[config.mk]
export PLATFORM = sky130hd
export DESIGN_NAME = bist_controller
export DESIGN_NICKNAME = d
export VERILOG_FILES = /design/src/rtl/bist_pkg.sv /design/src/rtl/bist_pattern_counter.sv /design/src/rtl/bist_controller.sv
export SDC_FILE = /design/constraint.sdc
export NUM_CORES = 1
export LEC_CHECK = 0
export CORE_MARGIN = 2
export CORE_UTILIZATION = 24
export DETAILED_ROUTE_END_ITERATION = 10
export PLACE_DENSITY = 0.46
export SYNTH_ARGS = -nofsm -noshare
export SYNTH_HDL_FRONTEND = slang
export SYNTH_SLANG_ARGS = --single-unit
[constraint.sdc]
create_clock -name clk -period 2.1 [get_ports clk]
set_input_delay 0.42 -clock clk [delete_from_list [all_inputs] [get_ports clk]]
set_output_delay 0.42 -clock clk [all_outputs]
set_load 0.02 [all_outputs]
[src/rtl/bist_pkg.sv]
// Shared types and constants for the 8-bit BIST datapath.
package bist_pkg;

  localparam int unsigned PCNT_W = 16;
  localparam int unsigned LAT_W  = 4;

  // Defaults shared with the LFSR and MISR blocks.
  localparam logic [7:0] DEFAULT_SEED   = 8'h01;
  localparam logic [7:0] DEFAULT_GOLDEN = 8'h00;

  typedef enum logic [2:0] {
    S_IDLE,
    S_INIT,
    S_RUN,
    S_FLUSH,
    S_CAPTURE,
    S_DONE
  } bist_state_t;

endpackage

[src/rtl/bist_pattern_counter.sv]
// Pattern counter: 16-bit up-counter with synchronous clear and enable,
// flagging the final pattern (count == N_PATTERNS-1).
module bist_pattern_counter
  import bist_pkg::*;
#(
  parameter int unsigned N_PATTERNS = 255
) (
  input  logic              clk,
  input  logic              rst,
  input  logic              clr,
  input  logic              en,
  output logic [PCNT_W-1:0] count,
  output logic              last
);

  // Count applied patterns; clear has priority over enable.
  always_ff @(posedge clk or posedge rst) begin
    if (rst)
      count <= '0;
    else if (clr)
      count <= '0;
    else if (en)
      count <= count + PCNT_W'(1);
  end

  assign last = (count == PCNT_W'(N_PATTERNS - 1));

endmodule

[src/rtl/bist_controller.sv]
// BIST sequencer: seeds the LFSR, clears the MISR, runs N_PATTERNS patterns,
// flushes the CUT pipeline, then captures and checks the MISR signature.
module bist_controller
  import bist_pkg::*;
#(
  parameter int unsigned       WIDTH       = 8,
  parameter int unsigned       N_PATTERNS  = 255,
  parameter int unsigned       CUT_LATENCY = 0,
  parameter logic [WIDTH-1:0]  GOLDEN      = DEFAULT_GOLDEN
) (
  input  logic              clk,
  input  logic              rst,
  input  logic              start,
  input  logic              abort,
  input  logic [WIDTH-1:0]  misr_sig,
  output logic              lfsr_load,
  output logic              lfsr_en,
  output logic              misr_clr,
  output logic              misr_en,
  output logic              test_mode,
  output logic              busy,
  output logic              done,
  output logic              pass,
  output logic [WIDTH-1:0]  signature,
  output logic [15:0]       pattern_cnt
);

  bist_state_t        state, state_next;
  logic [LAT_W-1:0]   lat_cnt;
  logic               last_pattern;
  logic               clr_result;

  // Results are wiped whenever a run starts or the block returns to IDLE,
  // so pass/signature/pattern_cnt read 0 during INIT and after an abort.
  assign clr_result = (state_next == S_IDLE) || (state_next == S_INIT);

  bist_pattern_counter #(
    .N_PATTERNS(N_PATTERNS)
  ) u_pcnt (
    .clk   (clk),
    .rst   (rst),
    .clr   (clr_result),
    .en    (state == S_RUN),
    .count (pattern_cnt),
    .last  (last_pattern)
  );

  // State register.
  always_ff @(posedge clk or posedge rst) begin
    if (rst)
      state <= S_IDLE;
    else
      state <= state_next;
  end

  // Next-state logic; abort overrides every other transition.
  always_comb begin
    state_next = state;
    unique case (state)
      S_IDLE:    if (start) state_next = S_INIT;
      S_INIT:    state_next = S_RUN;
      S_RUN:     if (last_pattern)
                   state_next = (CUT_LATENCY > 0) ? S_FLUSH : S_CAPTURE;
      S_FLUSH:   if (lat_cnt == LAT_W'(1)) state_next = S_CAPTURE;
      S_CAPTURE: state_next = S_DONE;
      S_DONE:    if (start) state_next = S_INIT;
      default:   state_next = S_IDLE;
    endcase
    if (abort)
      state_next = S_IDLE;
  end

  // Output decode from the state register only.
  always_comb begin
    lfsr_load = 1'b0;
    misr_clr  = 1'b0;
    lfsr_en   = 1'b0;
    misr_en   = 1'b0;
    test_mode = 1'b0;
    busy      = 1'b0;
    done      = 1'b0;
    unique case (state)
      S_INIT:    begin lfsr_load = 1'b1; misr_clr = 1'b1; test_mode = 1'b1; busy = 1'b1; end
      S_RUN:     begin lfsr_en = 1'b1; misr_en = 1'b1; test_mode = 1'b1; busy = 1'b1; end
      S_FLUSH:   begin misr_en = 1'b1; test_mode = 1'b1; busy = 1'b1; end
      S_CAPTURE: begin test_mode = 1'b1; busy = 1'b1; end
      S_DONE:    done = 1'b1;
      default:   ;
    endcase
  end

  // CUT flush down-counter, loaded on the last RUN cycle.
  always_ff @(posedge clk or posedge rst) begin
    if (rst)
      lat_cnt <= '0;
    else if (state_next == S_IDLE)
      lat_cnt <= '0;
    else if (state == S_RUN && last_pattern)
      lat_cnt <= LAT_W'(CUT_LATENCY);
    else if (state == S_FLUSH)
      lat_cnt <= lat_cnt - LAT_W'(1);
  end

  // Signature capture and golden comparison at the end of CAPTURE.
  always_ff @(posedge clk or posedge rst) begin
    if (rst) begin
      signature <= '0;
      pass      <= 1'b0;
    end else if (clr_result) begin
      signature <= '0;
      pass      <= 1'b0;
    end else if (state == S_CAPTURE) begin
      signature <= misr_sig;
      pass      <= (misr_sig == GOLDEN);
    end
  end

endmodule

==> metrics.cfg <==
[critical_path]
crit_chain = nor2_1 -> xnor2_1 -> dlygate4sd2_1
worstRegToRegCells = 5
cp_num_buf_inv = 1
critPathMaxFanout = 9
r2r_start = state[1]$_DFF_PP0_
r2r_slack_ns = 0.24
cp_data_required_time_ns = 1.68
crit_family = flip-flops
slowest_stage = dfrtp_1
cp.arrival_ns = 1.50
crit_type = flop to output pin
crit_path_max_incr_delay_ns = 0.47
path_depth = 3
start_kind = flop
crit_path_start = state[1]$_DFF_PP0_
end_kind = output pin
r2r_end = u_pcnt.count[15]$_DFFE_PP0P_

[floorplan]
die_area_sq_um = 7719
die_height_um = 87.86
ios = 44
initial_core_util = 0.2484
die_x_um = 87.86
num_rows = 30
design.core.area_sq_um = 6794

[sta]
fin_setup_tns_ns = 0
rsz0062_at_grt = false
slew_headroom = 0.7102
hold_viol = 0
period_share = 0.9124
tightest_slew_ns = 0.4338
setup_violations = 0
holdWs_ns = 0.5204
fin_skew_ns = 0.007649
maxSlewViolCount = 0
max_freq_ghz = 0.5219
fin_crit_ns = 1.916

[synthesis]
synth.distinct_cells = 37
synth_seq_cells = 32
syn_inst = 185
netlist_top_cells_area = dfrtp_1 (47%), nand2_1 (5.3%), nor2_1 (4.9%)
synth_async_sr_flop_share = 1.000
ys_warn_count = 0
synth_top_area_cell = dfrtp_1
seq_area_frac_synth = 0.4744
synth_edf_count = 0
syn_area_per_cell_sq_um = 9.124
synth_area_sq_um = 1688
ys_top_cells_by_count = dfrtp_1 (32), nand2_1 (24), nor2_1 (22)
synth_flop_cell = dfrtp_1
netlist.area_leader.share = 0.4744
yosysMostFrequentCell = dfrtp_1
syn_nets = 201

[clock_network]
cts.clk_slew.worst_paths_ns = 0.07
numCtsBuffers = 5
cts_setup_buffers = 0
cts_tree = built
cts_buffer_depth = 2
cts.sinks = 32
htree_num_levels = 2
clk_latency_ns = 0.28
clock-root-buffer = clkbuf_8

[power_and_ir_drop]
p_per_area_nw_per_um2 = 539.3
power_leakage_nw = 0.9391
p_total_mw = 1.279
peakVddDrop_mv = 0.2188

[job]
maxCapViolCount = 0

[routing]
drcViolationCount = 0
dr_wl_met2_mm = 1.899
postRouteAntennaNets = 0
viasPerCell = 4.517
routed.top_layer = met4
drt-total-wl_mm = 4.351
dr.pass1.iters = 4
wl_met1_mm = 2.116
wl_per_cell_um = 13.07
drt-initial-drc-count = 71
num_vias = 1504
wl_met3_um = 308

[finish]
stdcell_count = 333
n_fill_cell = 693
nets = 252
regArea_sq_um = 803.3
drive_gt1_frac = 0.09283
multi_input_area_sq_um = 809.5
final_core_util = 0.3492
areaGrowthSynthToFinish_pct = 40.55
n_antenna_cell = 0

[place]
dpl.hpwl_mm = 3.149
dp.cells = 325
routabilityCongestion = 0.7267
portBuffers = 43

[grt]
gr-usage-all-layers = 0.1232
overflow = 0
grt_first_pass_wirelength_mm = 7.355
first_global_vias = 1461
grt_antenna_before_repair = 0
grt_max_degree = 33

[min_path]
hp-class = input pin to async pin

[outcome]
outcome = finished, final reports clean

## cells in the final DEF (no fill, tap or decap), types with 7 or more instances in the layout
cell             instances
nor2_1                  22
xor2_1                   7
nor3_1                   7
dfrtp_1                 30
inv_1                    9
nor4_1                   7
xnor2_1                  8
nand3_1                  7
nand2_1                 24
a21oi_1                 14
buf_4                    9
clkdlybuf4s50_1         36
## tightest hold or removal path, stage by stage
cell,delay (ns)
clkdlybuf4s50_1,0.39
inv_1,0.05
buf_4,0.37
## cell families (layout without fill, tap and decap cells)
family / Yosys count / after routing / synth area share
muxes: 1 / 1 / 0.005931
AOI/OAI and AO/OA: 27 / 27 / 0.1001
and+or+nand+nor: 88 / 88 / 0.2661
xor gates and xnor gates: 15 / 15 / 0.07784
DFF: 32 / 32 / 0.4744
adders and majority gates: 4 / 4 / 0.02965
buffers and inverters: 18 / 70 / 0.04595
## flip-flops by register name (all words and copies together), names as in the netlist
name	count
pass	1
signature	8
lat_cnt	4
u_pcnt.count	16
state	3
## metal layers
layer | vias up | track usage
met2 | 48 | 0.1791
met3 | 4 | 0.03959
li1 | 742 | -
met1 | 710 | 0.1742
met5 | - | 0
met4 | 0 | 0.03776
## final cells by class
class                   instances  area share
repair buffers                 53      0.2162
clock inverters                 2    0.004219
flip-flops and latches         32      0.3386
clock buffers                   6     0.03481
well taps                      96     0.05063
multi-input cells             135      0.3412
inverters                       9     0.01424
## how the worst max path moves through the flow
| stage | endpoint | slack [ns] |
|---|---|---|
| 3_5_place_dp | misr_clr | 0.13 |
| 6_report | busy | 0.18 |
| 5_1_grt | u_pcnt.count[15]$_DFFE_PP0P_ | 0.08 |
| 4_1_cts | done | 0.02 |
| 3_3_place_gp | misr_clr | 0.14 |
| 2_1_floorplan | misr_clr | 0.1 |
## timing repair
action / CTS / global route
endpoints found under the setup margin: 7 / 1
resized for setup: 8 / 1
hold buffers: 0 / 0
## metrics by stage
| step | setup slack [ns] | area, sq um |
|---|---|---|
| 2_1_floorplan | 0.09892 | 1688 |
| 3_3_place_gp | 0.1419 | 2282 |
| 3_5_place_dp | 0.1319 | 2282 |
| 4_1_cts | 0.01503 | 2370 |
| 5_1_grt | 0.07966 | 2372 |
| 6_report | 0.1840 | 2372 |
## report_power, final
group / switching, mW / internal (mW)
registers: 0.00991 / 0.622
logic: 0.0876 / 0.0696
clock network: 0.229 / 0.261
Note: power is estimated with default switching activity, not from simulation.
